## src/rtl/rgb_pwm_driver.sv

```systemverilog
// rgb_pwm_driver
// Takes per-channel RGB duty values over a valid/ready handshake and drives
// three active-low LED pins with PWM. A received colour waits in a pending
// buffer and is copied to the active registers only when the PWM counter
// wraps, so a period is never split between two colours.
//
// Ports:
//   clk           system clock, all logic on posedge
//   rst           asynchronous active-low reset
//   in_valid      upstream presents a colour on in_r/in_g/in_b
//   in_ready      pending buffer is empty and can take a colour
//   in_r/g/b      per-channel duty (ticks per period the LED is lit)
//   led_r/g/b     registered active-low LED drives (0 = lit)
//   period_start  registered one-cycle pulse in the first cycle of a period
module rgb_pwm_driver #(
  parameter int WIDTH    = 8,
  parameter int PRESCALE = 16
) (
  input  logic             clk,
  input  logic             rst,
  input  logic             in_valid,
  output logic             in_ready,
  input  logic [WIDTH-1:0] in_r,
  input  logic [WIDTH-1:0] in_g,
  input  logic [WIDTH-1:0] in_b,
  output logic             led_r,
  output logic             led_g,
  output logic             led_b,
  output logic             period_start
);

  localparam int PW = (PRESCALE > 1) ? $clog2(PRESCALE) : 1;
  localparam logic [PW-1:0]    PRE_LAST = PW'(PRESCALE - 1);
  localparam logic [WIDTH-1:0] PWM_LAST = {WIDTH{1'b1}};

  logic [PW-1:0]    pre_cnt_r;
  logic [WIDTH-1:0] pwm_cnt_r;
  logic [WIDTH-1:0] pending_red_r;
  logic [WIDTH-1:0] pending_grn_r;
  logic [WIDTH-1:0] pending_blu_r;
  logic             pending_full_r;
  logic [WIDTH-1:0] active_red_r;
  logic [WIDTH-1:0] active_grn_r;
  logic [WIDTH-1:0] active_blu_r;
  logic             led_r_r;
  logic             led_g_r;
  logic             led_b_r;
  logic             period_start_r;

  logic tick_s;
  logic wrap_s;
  logic accept_s;
  logic commit_s;

  // Tick, wrap, transfer and commit strobes.
  always_comb begin
    tick_s   = 1'b0;
    wrap_s   = 1'b0;
    accept_s = 1'b0;
    commit_s = 1'b0;
    if (pre_cnt_r == PRE_LAST) begin
      tick_s = 1'b1;
    end else begin
      tick_s = 1'b0;
    end
    if (tick_s && (pwm_cnt_r == PWM_LAST)) begin
      wrap_s = 1'b1;
    end else begin
      wrap_s = 1'b0;
    end
    // The buffer is only written while empty and only drained while full,
    // so a transfer and a commit are mutually exclusive.
    if (in_valid && !pending_full_r) begin
      accept_s = 1'b1;
    end else begin
      accept_s = 1'b0;
    end
    if (wrap_s && pending_full_r) begin
      commit_s = 1'b1;
    end else begin
      commit_s = 1'b0;
    end
  end

  // Prescaler: divides clk down to PWM ticks.
  always_ff @(posedge clk or negedge rst) begin
    if (!rst) begin
      pre_cnt_r <= '0;
    end else if (tick_s) begin
      pre_cnt_r <= '0;
    end else begin
      pre_cnt_r <= pre_cnt_r + PW'(1);
    end
  end

  // PWM counter: advances once per tick, wraps naturally at 2^WIDTH.
  always_ff @(posedge clk or negedge rst) begin
    if (!rst) begin
      pwm_cnt_r <= '0;
    end else if (tick_s) begin
      pwm_cnt_r <= pwm_cnt_r + WIDTH'(1);
    end else begin
      pwm_cnt_r <= pwm_cnt_r;
    end
  end

  // Pending buffer: filled by a transfer, drained at a period boundary.
  always_ff @(posedge clk or negedge rst) begin
    if (!rst) begin
      pending_red_r  <= '0;
      pending_grn_r  <= '0;
      pending_blu_r  <= '0;
      pending_full_r <= 1'b0;
    end else if (accept_s) begin
      pending_red_r  <= in_r;
      pending_grn_r  <= in_g;
      pending_blu_r  <= in_b;
      pending_full_r <= 1'b1;
    end else if (commit_s) begin
      pending_full_r <= 1'b0;
    end else begin
      pending_full_r <= pending_full_r;
    end
  end

  // Active duty registers: only change at a wrap with a colour waiting.
  always_ff @(posedge clk or negedge rst) begin
    if (!rst) begin
      active_red_r <= '0;
      active_grn_r <= '0;
      active_blu_r <= '0;
    end else if (commit_s) begin
      active_red_r <= pending_red_r;
      active_grn_r <= pending_grn_r;
      active_blu_r <= pending_blu_r;
    end else begin
      active_red_r <= active_red_r;
      active_grn_r <= active_grn_r;
      active_blu_r <= active_blu_r;
    end
  end

  // Registered LED compare and period marker; one cycle behind the counter.
  always_ff @(posedge clk or negedge rst) begin
    if (!rst) begin
      led_r_r        <= 1'b1;
      led_g_r        <= 1'b1;
      led_b_r        <= 1'b1;
      period_start_r <= 1'b0;
    end else begin
      led_r_r        <= ~(pwm_cnt_r < active_red_r);
      led_g_r        <= ~(pwm_cnt_r < active_grn_r);
      led_b_r        <= ~(pwm_cnt_r < active_blu_r);
      period_start_r <= wrap_s;
    end
  end

  assign in_ready     = ~pending_full_r;
  assign led_r        = led_r_r;
  assign led_g        = led_g_r;
  assign led_b        = led_b_r;
  assign period_start = period_start_r;

endmodule

```

## config.mk

```make
export PLATFORM = sky130hd
export DESIGN_NAME = rgb_pwm_driver
export DESIGN_NICKNAME = d
export VERILOG_FILES = /design/src/rtl/rgb_pwm_driver.sv
export SDC_FILE = /design/constraint.sdc
export NUM_CORES = 1
export LEC_CHECK = 0
export ABC_CLOCK_PERIOD_IN_PS = 2100
export CELL_PAD_IN_SITES_DETAIL_PLACEMENT = 1
export CELL_PAD_IN_SITES_GLOBAL_PLACEMENT = 1
export CORE_MARGIN = 3
export CORE_UTILIZATION = 40
export DETAILED_ROUTE_END_ITERATION = 10
export PLACE_DENSITY = 0.74
export REMOVE_ABC_BUFFERS = 1
export SLEW_MARGIN = 20
export SYNTH_ARGS = -nofsm -noshare
export SYNTH_HDL_FRONTEND = slang
export SYNTH_SLANG_ARGS = --single-unit
```

## constraint.sdc

```tcl
create_clock -name clk -period 2.1 [get_ports clk]
set_input_delay 0.525 -clock clk [delete_from_list [all_inputs] [get_ports clk]]
set_output_delay 0.525 -clock clk [all_outputs]
set_load 0.02 [all_outputs]
```

==> run summary, run 1 <==
## STA
* **worst slew pin tran** 0.423 ns
* **Final min period** 1.97 ns
* **skew final** 0.00538 ns
* **top achievable clock speed** 508 MHz
* **worst slew margin relative to its limit** 0.718
* **final period utilization** 0.937
* **final hold vios** 0
* **Final Max Tran Viols** 0
* **setup-violating endpoint count in the final report** 0
* **setup repair after global routing missed its margin** no

## Power and ir drop
* **reported leakage power** 1.70 nW
* **power density cells** 696 mW/mm2
* **IR drop worst, VDD** 0.490 mV

## Clocking
* **clock slew seen by the registers of the worst setup and hold paths** 0.07 ns
* **Post-CTS Resized** 0
* **clock network latency to the later pin of the worst-skew pair** 0.33 ns
* **TritonCTS clock tree** yes
* **maximum buffer depth of the clock tree** 2
* **CTS Root Cell** sky130_fd_sc_hd__clkbuf_8
* **count of hold buffers inserted by post-cts repair** 0
* **number of sinks driven by the clock tree** 65
* **H-Tree Level Count** 3
* **post-CTS setup repair buffer count** 0
* **cts bufs inserted** 9

## Setup path
* **Setup crit start kind** flip-flop
* **worst endpoint data arrival time** 1.44 ns
* **largest incremental delay on the critical path** 0.59 ns
* **WS Path Type** flip-flop to output port
* **cells along the critical path** clkdlybuf4s50_1
* **slowest library cell on the worst path** sky130_fd_sc_hd__clkdlybuf4s50_1
* **sort of element at the end of the critical path** output port
* **critical path required time** 1.57 ns
* **Worst R2R Start** pwm_cnt_r[1]$_DFFE_PN0N_
* **family with the most delay on the worst path** buffers and inverters
* **Crit path buffers/inverters** 1
* **CP max FO** 1
* **Reg2Reg Setup Slack** 0.23 ns
* **Worst Setup SP** led_g$_DFF_PN1_

## Floorplan
* **total die area** 0.00875 mm2
* **I/O pin count** 32
* **row cnt** 31
* **core area** 0.00733 mm2
* **vertical die dimension** 93.5 um
* **initial core utilization** 0.418
* **Die W** 93.5 um

## Global route
* **GRT Residual Overflow** 0
* **maximum number of pins on one net before global-route repair** 30
* **Global Route Usage Sum** 0.142
* **number of antenna violations at the first check in global routing** 0
* **via count of the first global-routing pass** 1936
* **wire length of the first global-routing pass** 9520 um

## Synthesis
* **dominant synthesized flop cell** sky130_fd_sc_hd__dfrtp_1
* **fraction of synthesis flops using an asynchronous set or reset pin** 1.00
* **gate count after technology mapping** 218
* **area share of the largest cell type after synthesis** 0.506
* **average cell area after synthesis** 14.1 um2
* **count of yosys warnings during synthesis** 0
* **number of enable-type register cells in the synthesized netlist** 0
* **synthesis-stage register bit count** 65
* **sequential element share of the synthesized area** 0.532
* **cell types with the largest area share after synthesis** sky130_fd_sc_hd__dfrtp_1 51%, sky130_fd_sc_hd__mux2_2 11%, sky130_fd_sc_hd__ha_1 9.4%
* **count of different cell masters after synthesis** 28
* **most area-hungry cell type in the Yosys netlist** sky130_fd_sc_hd__dfrtp_1
* **post-synthesis instance area** 0.00307 mm2

## Route
* **post-detailed-route count of antenna-violating nets** 0
* **router iterations before antenna repair** 4
* **sum of routed wire length over all layers** 5370 um
* **vias per std cell** 4.86
* **routed length per instance** 14.6 um
* **drc violations** 0
* **count of vias placed by the detailed router** 1783
* **first-iteration detailed-routing DRC count** 27

## Finish
* **Synth-to-Final Area Change** 22.2%
* **leading cell type in the layout, fill and taps excluded** sky130_fd_sc_hd__dfrtp_1
* **commonest cells after routing, fill and taps aside** 62 x sky130_fd_sc_hd__dfrtp_1, 30 x sky130_fd_sc_hd__mux2_2, 30 x sky130_fd_sc_hd__clkdlybuf4s50_1, 23 x sky130_fd_sc_hd__inv_1, 23 x sky130_fd_sc_hd__ha_1
* **core occupancy in the finished layout** 0.511
* **final instance area** 0.00375 mm2
* **Diodes inserted** 0
* **ratio of cells with drive above 1 in the final layout** 0.302
* **final-stage net count** 313

## Placed design
* **IO buf count** 31
* **routability cong.** 0.694
* **area after detailed placement** 0.00353 mm2
* **total half-perimeter wirelength after legalization and detailed placement** 4070 um

## Worst hold path
* **class of the tightest hold or removal check** primary input to asynchronous set/reset pin

## Flow run
* **Max-cap violations** 0

## Run status
* **result of the run** completed

## where the power goes
part / internal (mW) / leakage [nW] / switching [mW]
Clock: 0.701 / 0.108 / 0.443
Sequential: 1.31 / 0.840 / 0.0283
Combinational: 0.0868 / 0.755 / 0.0420
## sequential cells by signal, indices dropped and copies added (netlist names), 4 cells and up
| register | count |
|---|---|
| active_blu_r | 8 |
| active_grn_r | 8 |
| active_red_r | 8 |
| pending_blu_r | 8 |
| pending_grn_r | 8 |
| pending_red_r | 8 |
| pre_cnt_r | 4 |
| pwm_cnt_r | 8 |
## cell families after synthesis
| group | synth area share |
|---|---|
| buf+inv | 0.0506 |
| compound gates | 0.0559 |
| flops | 0.532 |
| simple gates | 0.0416 |
| mux | 0.203 |
| fa+ha+maj | 0.0939 |
| xor+xnor | 0.0229 |
## per-stage QoR
stage | setup WS [ns] | hold slack (ns) | TNS [ns] | power, mW | std cells
floorplan | -0.0622 | 0.229 | -1.49 | 1.40 | 212
global placement | 0.223 | 0.466 | 0 | 1.49 | 351
detailed placement | 0.198 | 0.485 | 0 | 1.49 | 351
CTS | 0.108 | 0.122 | 0 | 2.66 | 367
global route | 0.0720 | 0.143 | 0 | 2.73 | 367
finish | 0.132 | 0.120 | 0 | 2.61 | 367
## metal layers
| metal | track usage | vias to the layer above | wire length (um) |
|---|---|---|---|
| met1 | 0.177 | 893 | 2380 |
| met5 | 0 | - | 0 |
| met3 | 0.0491 | 6 | 223 |
| met2 | 0.232 | 31 | 2700 |
| li1 | - | 853 | - |
| met4 | 0.0469 | 0 | 70 |
## Yosys cell counts (4+ instances only)
| master | count |
|---|---|
| sky130_fd_sc_hd__dfrtp_1 | 62 |
| sky130_fd_sc_hd__mux2_2 | 30 |
| sky130_fd_sc_hd__ha_1 | 23 |
| sky130_fd_sc_hd__inv_1 | 23 |
| sky130_fd_sc_hd__mux2_4 | 19 |
| sky130_fd_sc_hd__a21o_1 | 6 |
| sky130_fd_sc_hd__nand3_1 | 6 |
| sky130_fd_sc_hd__o21ai_0 | 5 |
| sky130_fd_sc_hd__xnor2_1 | 5 |
| sky130_fd_sc_hd__a21oi_1 | 4 |
## worst paths after layout
path,to,depth (start not counted)
max,led_g,1
min reg2reg,pre_cnt_r[0]$_DFF_PN0_,1
max reg2reg,active_grn_r[3]$_DFFE_PN0P_,6
max in group asynchronous,led_b$_DFF_PN1_,2
min,pending_red_r[6]$_DFFE_PN0P_,1
min in group clk,pre_cnt_r[0]$_DFF_PN0_,1
## layout make-up
| cell class | instances | area, um2 |
|---|---|---|
| Sequential cell | 65 | 1630 |
| Multi-Input combinational cell | 124 | 1280 |
| Fill cell | 742 | 3580 |
| Tap cell | 99 | 124 |
| Clock buffer | 13 | 149 |
| Clock inverter | 3 | 65.1 |
| Inverter | 23 | 86.3 |
| Timing Repair Buffer | 40 | 410 |
(Power assumes the default switching activity.)
==> run 2: changes to the inputs <==
--- a/config.mk
+++ b/config.mk
@@ -9,11 +9,11 @@
 export CELL_PAD_IN_SITES_DETAIL_PLACEMENT = 1
 export CELL_PAD_IN_SITES_GLOBAL_PLACEMENT = 1
 export CORE_MARGIN = 3
-export CORE_UTILIZATION = 40
+export CORE_UTILIZATION = 47
 export DETAILED_ROUTE_END_ITERATION = 10
-export PLACE_DENSITY = 0.74
+export HOLD_SLACK_MARGIN = 0.12
+export PLACE_DENSITY = 0.85
 export REMOVE_ABC_BUFFERS = 1
-export SLEW_MARGIN = 20
 export SYNTH_ARGS = -nofsm -noshare
 export SYNTH_HDL_FRONTEND = slang
 export SYNTH_SLANG_ARGS = --single-unit
==> run 2 against run 1 <==
Compared with the run above:
- core utilization is 8.7 points higher
- global-route usage is 2.4 points higher
- flip-flop and latch count stayed put
- count of clock-buffer cells in the layout is 2 lower
- wire length is 1.3% higher
- maximum frequency is 0.61% lower
- die area is 14% lower
- worst setup slack worse by 0.012 ns
- register-to-register slack worse by 0.10 ns
- critical endpoint is now led_b
- highest routed layer unchanged
==> run summary, run 2 (synthesis gave the netlist of run 1 again) <==
## STA
* **worst slew pin tran** 0.336 ns, -0.0868 ns
* **final period utilization** 0.943, +0.00577
* **worst slew margin relative to its limit** 0.776, +0.0579
* **top achievable clock speed** 505 MHz, -0.61%
* **setup-violating endpoint count in the final report** 0, unchanged
* **Sum Neg Setup Slack** 0 ns, unchanged
* **skew final** 0.00582 ns, +0.000437 ns
* **Final Max Tran Viols** 0, unchanged
* **final hold vios** 0, unchanged
* **setup repair after global routing missed its margin** no
* **Final min period** 1.98 ns, +0.0121 ns
* **slack of the critical path** 0.120 ns, -0.0121 ns

## Floorplan
* **core area** 0.00613 mm2, -16%
* **initial core utilization** 0.500, +0.0818
* **row cnt** 28, -9.7%
* **I/O pin count** 32, unchanged
* **Die W** 86.8 um, -7.2%
* **vertical die dimension** 86.8 um, -7.2%
* **total die area** 0.00753 mm2, -14%

## Route
* **router iterations before antenna repair** 4, unchanged
* **count of vias placed by the detailed router** 1772, -0.62%
* **sum of routed wire length over all layers** 5440 um, +1.3%
* **vias per std cell** 5.23, +7.6%
* **post-detailed-route count of antenna-violating nets** 0, unchanged
* **drc violations** 0, unchanged
* **first-iteration detailed-routing DRC count** 87, +220%
* **routed length per instance** 16.0 um, +9.6%

## Finish
* **ratio of cells with drive above 1 in the final layout** 0.299, -0.00300
* **commonest cells after routing, fill and taps aside** 62 x sky130_fd_sc_hd__dfrtp_1, 30 x sky130_fd_sc_hd__mux2_2, 30 x sky130_fd_sc_hd__clkdlybuf4s50_1, 23 x sky130_fd_sc_hd__inv_1, 23 x sky130_fd_sc_hd__ha_1
* **Diodes inserted** 0, unchanged
* **Synth-to-Final Area Change** 19.7%
* **final-stage net count** 309, -1.3%
* **core occupancy in the finished layout** 0.599, +0.0874
* **final cell count without fillers** 339, -7.6%
* **final instance area** 0.00367 mm2, -2.1%
* **leading cell type in the layout, fill and taps excluded** sky130_fd_sc_hd__dfrtp_1

## Placed design
* **worst slack at placement** 0.156 ns, -0.0416 ns
* **area after detailed placement** 0.00347 mm2, -1.7%
* **total half-perimeter wirelength after legalization and detailed placement** 3830 um, -6.0%
* **routability cong.** 0.673, -3.1%
* **IO buf count** 31, unchanged
* **cell total after placement** 323, -8.0%

## Power and ir drop
* **proportion of power drawn by flip-flops and latches** 0.536, +0.024
* **power density cells** 679 mW/mm2, -2.4%
* **reported leakage power** 1.67 nW, -2.0%
* **share of power burned in the clock network** 0.414, -0.025
* **net switching power** 0.524 mW, +2.1%
* **cell-internal power** 1.97 mW, -6.1%
* **IR drop worst, VDD** 0.473 mV, -3.3%
* **Combinational Power Share** 0.050, about the same
* **switching portion of total power** 0.211, +0.0136

## Global route
* **wire length of the first global-routing pass** 9290 um, -2.4%
* **maximum number of pins on one net before global-route repair** 66, +120%
* **via count of the first global-routing pass** 1941, +0.26%
* **number of antenna violations at the first check in global routing** 0, unchanged
* **Global Route Usage Sum** 0.166, +0.0239
* **GRT Residual Overflow** 0, unchanged

## Clocking
* **count of hold buffers inserted by post-cts repair** 0, unchanged
* **cts bufs inserted** 9, unchanged
* **clock slew seen by the registers of the worst setup and hold paths** 0.07 ns, about the same
* **TritonCTS clock tree** yes
* **CTS Root Cell** sky130_fd_sc_hd__clkbuf_8
* **Post-CTS Resized** 0, unchanged
* **maximum buffer depth of the clock tree** 2, unchanged
* **clock network latency to the later pin of the worst-skew pair** 0.34 ns, about the same
* **number of sinks driven by the clock tree** 65, unchanged
* **H-Tree Level Count** 3, unchanged
* **post-CTS setup repair buffer count** 0, unchanged

## Setup path
* **sort of element at the end of the critical path** output port
* **critical path required time** 1.57 ns, about the same
* **family with the most delay on the worst path** buffers and inverters
* **CP max FO** 1, unchanged
* **Crit path buffers/inverters** 1, unchanged
* **cells along the critical path** clkdlybuf4s50_1
* **worst endpoint data arrival time** 1.45 ns, about the same
* **largest incremental delay on the critical path** 0.59 ns, about the same
* **WS Path Type** flip-flop to output port
* **Setup crit start kind** flip-flop
* **slowest library cell on the worst path** sky130_fd_sc_hd__clkdlybuf4s50_1

## Worst hold path
* **class of the tightest hold or removal check** primary input to asynchronous set/reset pin

## Run status
* **result of the run** completed

## Flow run
* **Max-cap violations** 0, unchanged

run 2: cell count changes in the layout (fill, tap and decap cells not counted), sizes merged:
cell / delta
clkinvlp: +2
clkinv: +1
buf: -4
bufinv: -1
clkbuf: -2
run 2: path summary, 6_finish.rpt:
path,start,end,slack [ns],depth (start not counted)
max in group asynchronous,rst,led_g$_DFF_PN1_,1.60,2
worst min-delay path,rst,pending_red_r[3]$_DFFE_PN0P_,0.19,2
worst max-delay path,led_b$_DFF_PN1_,led_b,0.12,1
worst min register to register,pre_cnt_r[0]$_DFF_PN0_,pre_cnt_r[0]$_DFF_PN0_,0.50,1
min in group clk,pre_cnt_r[0]$_DFF_PN0_,pre_cnt_r[0]$_DFF_PN0_,0.50,1
worst max register to register,pre_cnt_r[1]$_DFF_PN0_,active_grn_r[1]$_DFFE_PN0P_,0.13,6
run 2: area by class of cell:
| class | instances | area, um2 |
|---|---|---|
| fillers | 606 | 2460 |
| flip-flops and latches | 65 | 1630 |
| multi-input cells | 124 | 1280 |
| repair buffers | 36 | 380 |
| clock buffers | 11 | 141 |
| well taps | 75 | 93.8 |
| inverters | 23 | 86.3 |
| clock inverters | 5 | 55.1 |
run 2: per-layer routing:
layer,global-route usage,vias up,share of wire
met1,0.201,887,0.43
met2,0.273,33,0.50
li1,-,842,-
met4,0.0765,0,0.020
met3,0.0494,10,0.042
met5,0,-,0
run 2: power groups by stage:
stage / Clock, mW / Sequential [mW] / Combinational, mW
finish: 1.03 / 1.33 / 0.125
global route: 1.13 / 1.34 / 0.141
CTS: 1.07 / 1.34 / 0.129
detailed placement: 0 / 1.36 / 0.129
global placement: 0 / 1.36 / 0.124
floorplan: 0 / 1.35 / 0.0483
run 2: through the flow:
| step | total power [mW] | hold WS [ns] |
|---|---|---|
| 2_1_floorplan | 1.40 | 0.229 |
| 3_3_place_gp | 1.48 | 0.462 |
| 3_5_place_dp | 1.49 | 0.489 |
| 4_1_cts | 2.54 | 0.191 |
| 5_1_grt | 2.61 | 0.201 |
| 6_report | 2.49 | 0.194 |
